<file path="src/rtl/j_collector_mx_cell_pkg.sv">
// Shared constants, state encoding and width helper for the bit-serial collector.
package j_collector_mx_cell_pkg;

  // Ceiling log2. The result is at least 1 so that a depth of 1 still gets a legal address width.
  function automatic int clog2(input int unsigned value);
    int unsigned v;
    int          r;
    v = value - 1;
    r = 0;
    while (v > 0) begin
      r = r + 1;
      v = v >> 1;
    end
    if (r == 0) r = 1;
    return r;
  endfunction

  localparam int SRAM_DEPTH_DEF  = 256 * 256 * 4;
  localparam int SRAM_ADDR_W_DEF = clog2(SRAM_DEPTH_DEF);
  localparam int LANES           = 8;
  localparam int LANE_W          = 3;
  localparam int WORD_W          = 8;
  localparam int BIT_CNT_W       = 3;

  typedef enum logic {
    ST_IDLE = 1'b0,
    ST_BUSY = 1'b1
  } state_t;

endpackage

</file>
<file path="src/rtl/j_collector_mx_cell_deser.sv">
// One receive lane: MSB-first shift register, bit counter, 1-deep pending word,
// received/written word counters and a done flag for the top-level FSM.
module j_collector_mx_cell_deser
  import j_collector_mx_cell_pkg::*;
#(
  parameter int ADDR_W = SRAM_ADDR_W_DEF
) (
  input  logic              clk,
  input  logic              reset_n,
  input  logic              i_clear,
  input  logic              i_busy,
  input  logic              i_ser_data,
  input  logic              i_ser_en,
  input  logic [ADDR_W-1:0] i_word_count,
  input  logic              i_grant,
  output logic              o_pending,
  output logic [WORD_W-1:0] o_word,
  output logic [ADDR_W-1:0] o_word_idx,
  output logic              o_done,
  output logic              o_overflow
);

  logic [WORD_W-1:0]    r_shift;
  logic [WORD_W-1:0]    r_pend_word;
  logic                 r_pending;
  logic [BIT_CNT_W-1:0] r_bit_cnt;
  logic [ADDR_W-1:0]    r_rx_cnt;
  logic [ADDR_W-1:0]    r_wr_cnt;

  logic                 w_accept;
  logic                 w_complete;
  logic                 w_collide;
  logic [WORD_W-1:0]    w_new_word;

  // Bits are taken only while a run is active and this lane still owes words.
  assign w_accept   = i_busy && i_ser_en && (r_rx_cnt < i_word_count);
  assign w_complete = w_accept && (r_bit_cnt == BIT_CNT_W'(WORD_W - 1));
  assign w_new_word = {r_shift[WORD_W-2:0], i_ser_data};
  // A completion that finds the pending slot occupied and not draining this cycle loses the word.
  assign w_collide  = w_complete && r_pending && !i_grant;

  // Lane capture, pending slot and word bookkeeping.
  always_ff @(posedge clk) begin
    if (!reset_n) begin
      r_shift     <= '0;
      r_pend_word <= '0;
      r_pending   <= 1'b0;
      r_bit_cnt   <= '0;
      r_rx_cnt    <= '0;
      r_wr_cnt    <= '0;
    end else if (i_clear) begin
      r_shift     <= '0;
      r_pending   <= 1'b0;
      r_bit_cnt   <= '0;
      r_rx_cnt    <= '0;
      r_wr_cnt    <= '0;
    end else begin
      if (w_accept) begin
        r_shift   <= w_new_word;
        r_bit_cnt <= r_bit_cnt + BIT_CNT_W'(1);
      end
      if (w_complete) begin
        r_rx_cnt <= r_rx_cnt + ADDR_W'(1);
      end
      if (i_grant) begin
        r_wr_cnt <= r_wr_cnt + ADDR_W'(1);
      end
      // A fresh word wins over a same-cycle drain, so the slot stays full with the new data.
      if (w_complete && !w_collide) begin
        r_pending   <= 1'b1;
        r_pend_word <= w_new_word;
      end else if (i_grant) begin
        r_pending <= 1'b0;
      end
    end
  end

  assign o_pending  = r_pending;
  assign o_word     = r_pend_word;
  assign o_word_idx = r_wr_cnt;
  assign o_done     = (r_wr_cnt == i_word_count);
  assign o_overflow = w_collide;

endmodule

</file>
<file path="src/rtl/j_collector_mx_cell.sv">
// Receive end of the 8-lane bit-serial datapath: run FSM, round-robin arbiter
// over the lane pending slots and the registered shared SRAM write port.
//
//   state   | meaning
//   --------+---------------------------------------------------------------
//   ST_IDLE | no run; lane inputs ignored, waiting for collect_start
//   ST_BUSY | run active; lanes capture, arbiter drains words to the SRAM
module j_collector_mx_cell
  import j_collector_mx_cell_pkg::*;
#(
  parameter int SRAM_DEPTH  = SRAM_DEPTH_DEF,
  parameter int SRAM_ADDR_W = clog2(SRAM_DEPTH)
) (
  input  logic                         clk,
  input  logic                         reset_n,
  input  logic                         collect_start,
  output logic                         collect_idle,
  input  logic [SRAM_ADDR_W*LANES-1:0] start_addr,
  input  logic [SRAM_ADDR_W-1:0]       word_count,
  input  logic [LANES-1:0]             serial_input,
  input  logic [LANES-1:0]             serial_en,
  output logic                         sram_en,
  output logic [SRAM_ADDR_W-1:0]       sram_addr,
  output logic [WORD_W-1:0]            sram_wdata,
  output logic                         overflow
);

  state_t                 r_state;
  state_t                 w_state_nxt;
  logic                   w_clear;
  logic                   w_busy;

  logic [SRAM_ADDR_W-1:0] r_start_addr [LANES];
  logic [SRAM_ADDR_W-1:0] r_word_count;

  logic [LANES-1:0]       w_pending;
  logic [LANES-1:0]       w_done;
  logic [LANES-1:0]       w_lane_ovf;
  logic [WORD_W-1:0]      w_word     [LANES];
  logic [SRAM_ADDR_W-1:0] w_word_idx [LANES];

  logic [LANE_W-1:0]      r_rr_ptr;
  logic [LANE_W-1:0]      w_scan_idx;
  logic [LANE_W-1:0]      w_grant_lane;
  logic                   w_grant_any;
  logic [LANES-1:0]       w_grant_vec;

  logic                   r_sram_en;
  logic [SRAM_ADDR_W-1:0] r_sram_addr;
  logic [WORD_W-1:0]      r_sram_wdata;
  logic                   r_overflow;

  assign w_busy = (r_state == ST_BUSY);

  // Run state register.
  always_ff @(posedge clk) begin
    if (!reset_n) begin
      r_state <= ST_IDLE;
    end else begin
      r_state <= w_state_nxt;
    end
  end

  // Next state; a run ends once every lane has written its quota and nothing is left pending.
  always_comb begin
    w_state_nxt = r_state;
    w_clear     = 1'b0;
    case (r_state)
      ST_IDLE: begin
        if (collect_start) begin
          w_state_nxt = ST_BUSY;
          w_clear     = 1'b1;
        end
      end
      ST_BUSY: begin
        if ((&w_done) && !(|w_pending)) begin
          w_state_nxt = ST_IDLE;
        end
      end
      default: w_state_nxt = ST_IDLE;
    endcase
  end

  // Run parameters are frozen at the start of a run so the host may change them freely afterwards.
  always_ff @(posedge clk) begin
    if (!reset_n) begin
      for (int i = 0; i < LANES; i++) begin
        r_start_addr[i] <= '0;
      end
      r_word_count <= '0;
    end else if (w_clear) begin
      for (int i = 0; i < LANES; i++) begin
        r_start_addr[i] <= start_addr[i*SRAM_ADDR_W +: SRAM_ADDR_W];
      end
      r_word_count <= word_count;
    end
  end

  for (genvar g = 0; g < LANES; g++) begin : g_lane
    j_collector_mx_cell_deser #(
      .ADDR_W (SRAM_ADDR_W)
    ) u_deser (
      .clk          (clk),
      .reset_n      (reset_n),
      .i_clear      (w_clear),
      .i_busy       (w_busy),
      .i_ser_data   (serial_input[g]),
      .i_ser_en     (serial_en[g]),
      .i_word_count (r_word_count),
      .i_grant      (w_grant_vec[g]),
      .o_pending    (w_pending[g]),
      .o_word       (w_word[g]),
      .o_word_idx   (w_word_idx[g]),
      .o_done       (w_done[g]),
      .o_overflow   (w_lane_ovf[g])
    );
  end

  // Round-robin pick: first pending lane at or after the pointer, wrapping around.
  always_comb begin
    w_grant_vec  = '0;
    w_grant_any  = 1'b0;
    w_grant_lane = '0;
    w_scan_idx   = '0;
    for (int k = 0; k < LANES; k++) begin
      w_scan_idx = r_rr_ptr + LANE_W'(k);
      if (!w_grant_any && w_busy && w_pending[w_scan_idx]) begin
        w_grant_any  = 1'b1;
        w_grant_lane = w_scan_idx;
      end
    end
    if (w_grant_any) begin
      w_grant_vec[w_grant_lane] = 1'b1;
    end
  end

  // Registered write port; address and data hold between writes, pointer moves past the winner.
  always_ff @(posedge clk) begin
    if (!reset_n) begin
      r_sram_en    <= 1'b0;
      r_sram_addr  <= '0;
      r_sram_wdata <= '0;
      r_rr_ptr     <= '0;
    end else begin
      r_sram_en <= w_grant_any;
      if (w_grant_any) begin
        r_sram_addr  <= r_start_addr[w_grant_lane] + w_word_idx[w_grant_lane];
        r_sram_wdata <= w_word[w_grant_lane];
        r_rr_ptr     <= w_grant_lane + LANE_W'(1);
      end
    end
  end

  // Sticky loss indicator, cleared only when a new run starts.
  always_ff @(posedge clk) begin
    if (!reset_n) begin
      r_overflow <= 1'b0;
    end else if (w_clear) begin
      r_overflow <= 1'b0;
    end else if (|w_lane_ovf) begin
      r_overflow <= 1'b1;
    end
  end

  assign collect_idle = (r_state == ST_IDLE);
  assign sram_en      = r_sram_en;
  assign sram_addr    = r_sram_addr;
  assign sram_wdata   = r_sram_wdata;
  assign overflow     = r_overflow;

endmodule
</file>
<file path="config.mk">
export PLATFORM = sky130hd
export DESIGN_NAME = j_collector_mx_cell
export DESIGN_NICKNAME = d
export VERILOG_FILES = /design/src/rtl/j_collector_mx_cell_pkg.sv /design/src/rtl/j_collector_mx_cell_deser.sv /design/src/rtl/j_collector_mx_cell.sv
export SDC_FILE = /design/constraint.sdc
export NUM_CORES = 2
export LEC_CHECK = 0
export BUFFER_PORTS_ARGS = -buffer_cell sky130_fd_sc_hd__buf_4
export CELL_PAD_IN_SITES_DETAIL_PLACEMENT = 1
export CELL_PAD_IN_SITES_GLOBAL_PLACEMENT = 1
export CORE_ASPECT_RATIO = 0.75
export CORE_MARGIN = 5
export CORE_UTILIZATION = 41
export DETAILED_ROUTE_END_ITERATION = 10
export HOLD_SLACK_MARGIN = 0.02
export PLACE_DENSITY = 0.8
export SLEW_MARGIN = 10
export SYNTH_ARGS = -nofsm -noshare
export SYNTH_HDL_FRONTEND = slang
export SYNTH_SLANG_ARGS = --single-unit
</file>
<file path="constraint.sdc">
create_clock -name clk -period 7 [get_ports clk]
set_input_delay 1.75 -clock clk [delete_from_list [all_inputs] [get_ports clk]]
set_output_delay 1.75 -clock clk [all_outputs]
set_load 0.02 [all_outputs]
</file>
==> run metrics <==
cts hold-fix bufs=0; HPWL after DPL=84,870 um; Ports=210; area growth from synthesis to final layout=14.40%; total global routing overflow=0; Startpoint Class=register; Async S/R FF share, synth=0%; Slowest-stage cell, CP=mux4_2; Lkg Pwr=15.18 nW; TritonCTS Buffers=70; Power Density=209.5 mW/mm^2; Post-Syn Area=0.03388 mm^2; Root Buffer=clkbuf_16; Worst-Margin Slew=1145 ps; Final Hold Viols=0; Most common cell on crit path=o21ai_0; CTS clk-pin slew, worst paths=70 ps; Buffers on Ports=209; worst skew pair latency=640 ps; final WL=117,700 um; Routed Antenna Nets=0; antenna violations before repair=7; Nets=4,388; Worst Clk Skew=34.85 ps; vias in the first global route=29,570; Die Ht=258.9 um; Max transition margin=23.65%; num rows=91; worst slack, placed=460.9 ps; Mean Syn Cell Area=8.698 um^2; first-pass GRT wire length=177,600 um; top_reg_cell synth=dfxtp_1; CP peak stage delay=550 ps; total chip power=8.119 mW; Initial Util=41.27%; Vias=29,770; worst hold slack=454.5 ps; EDFF count, synth=144; Core Util, Final=47.21%; synthesized net count=4,265; TritonCTS clock tree=built; Final Max Tran Viols=0; post-DR wirelength/cell=22.67 um; sequential share of the synthesized area=41.72%; Hold WC Path Type=register to register; PnR worst setup slack=481.2 ps; #FFs+latches synth=634; share of layout cells above drive strength 1=10.33%; CTS max path bufs=3; Die Wd=341.9 um; M1 GR Usage=35.95%; DRC violations left=0; CP required=7530 ps; Setup crit end kind=register; H-tree depth=3; Iteration-0 DRC Markers=2,676; Setup CP Type=register to register; core area=0.08209 mm^2; CP max FO=27; most crowded layer after global routing=met2; Worst VDD drop=0.0001621 V; DR pass1 iterations=5; Ys Warns=0; DIE AREA=0.08854 mm^2; library cells used by synthesis=93; count of final setup violators=0; Post-CTS Setup Bufs=0; Arr. time, crit path=7040 ps; fin crit period=6519 ps; Global Route met2 Usage=40.03%; largest net degree at the start of global routing=174; fin crit share=93.13%; GR Util met3=6.182%; fill cell count=9,642; Fmax achieved=153.4 MHz; number of vias per cell=5.733; clk sinks=634; status=finished clean; max-cap violation count=0; GP Congestion=0.9339; cells after synthesis=3,895; # resized after CTS=0; aggregate global-route resource usage=25.67%
-- power by group --
group / leakage, nW / internal (mW) / switching, mW
logic: 8.57 / 0.214 / 0.333
clock network: 1.11 / 2.08 / 1.62
registers: 5.50 / 3.82 / 0.0575
-- through the flow --
step                      cells  instance area, um^2  TNS [ps]
after floorplan            3895                33880         0
after global placement     5062                36480         0
after detailed placement   5062                36480         0
after CTS                  5190                38730         0
after global routing       5191                38750    -18.93
final                      5193                38760         0
-- synth_stat cells (all sizes together) (17+ instances only) --
library cell | count | area share, %
a211oi | 21 | 0.48
a21o | 45 | 1.0
a21oi | 148 | 2.2
and2 | 166 | 3.1
and3 | 87 | 1.6
buf | 36 | 0.57
clkbuf | 166 | 1.8
dfxtp | 490 | 29
edfxtp | 144 | 13
ha | 188 | 6.9
inv | 92 | 1.0
mux2i | 162 | 4.8
nand2 | 511 | 5.7
nand2b | 20 | 0.37
nand3 | 248 | 3.7
nand4 | 57 | 1.1
nor2 | 425 | 4.7
nor3 | 86 | 1.3
nor4 | 25 | 0.52
o21ai | 218 | 3.2
o22ai | 17 | 0.35
or3 | 91 | 1.7
xnor2 | 114 | 2.9
xor2 | 145 | 3.7
-- worst max-delay path: cells and delay by family, from the launching register on --
family	cells	cell delay, ps
compound gates	11	2220
buf+inv	3	520
simple gates	7	1230
mux	3	1010
flops	1	330
fa+ha+maj	3	1050
-- sequential cells by signal (all words and copies together), names as in the netlist --
name and flops:
sram_wdata 8, g_lane.u_deser.o_pending 8, sram_addr 18, g_lane.u_deser.o_word 64, g_lane.u_deser.r_shift 56, g_lane.u_deser.r_rx_cnt 144, r_word_count 18, sram_en 1
r_state 1, r_rr_ptr 3, overflow 1, g_lane.u_deser.o_word_idx 144, g_lane.u_deser.r_bit_cnt 24, r_start_addr 144
-- path summary, 6_finish.rpt --
check                startpoint       endpoint  slack, ps  cells after the start
hold / removal    sram_addr[15]  sram_addr[15]        450                      2
hold reg to reg   sram_addr[15]  sram_addr[15]        450                      2
setup / recovery    r_rr_ptr[1]  sram_addr[16]        480                     27
setup reg to reg    r_rr_ptr[1]  sram_addr[16]        480                     27
-- metal layers --
metal	share of wire (%)	wire length, um	up-vias
li1	-	-	13860
met1	45	53010	14820
met2	45	52410	926
met3	8.2	9639	165
met4	2.3	2672	2
met5	0.011	13	-
-- cells by family after synthesis --
kind of cell / synth area share (%)
simple gates: 24.80
mux: 5.662
flops: 41.72
fa+ha+maj: 7.003
buf+inv: 3.468
xor+xnor: 6.696
compound gates: 10.65
-- cell usage in the layout, fill, tap and decap left out, types with 10 or more instances in the layout --
cell type,count
nand2_1,510
dfxtp_1,490
nor2_1,423
buf_4,248
nand3_1,247
o21ai_0,212
ha_1,187
and2_1,166
mux2i_1,162
xor2_1,145
a21oi_1,145
edfxtp_1,144
xnor2_1,114
or3_1,91
inv_1,89
and3_1,87
nor3_1,81
clkbuf_16,70
nand4_1,56
a21o_1,45
nor4_1,22
nand2b_1,20
a211oi_1,20
clkbuf_1,20
o22ai_1,16
nor2b_1,13
o21a_1,12
or4_1,12
clkbuf_8,12
clkinv_2,12
mux4_2,10
and4_1,10
-- cell type report --
cell class	instances	area (um^2)	area share [%]
multi-input cells	2965	18640	48.08
flip-flops and latches	634	14130	36.47
clock buffers	103	1997	5.153
repair buffers	253	1953	5.040
well taps	1116	1396	3.603
inverters	94	381.6	0.9847
clock inverters	25	251.5	0.6489
diodes	3	7.507	0.01937
No activity file was read; power rests on OpenSTA's default activity.
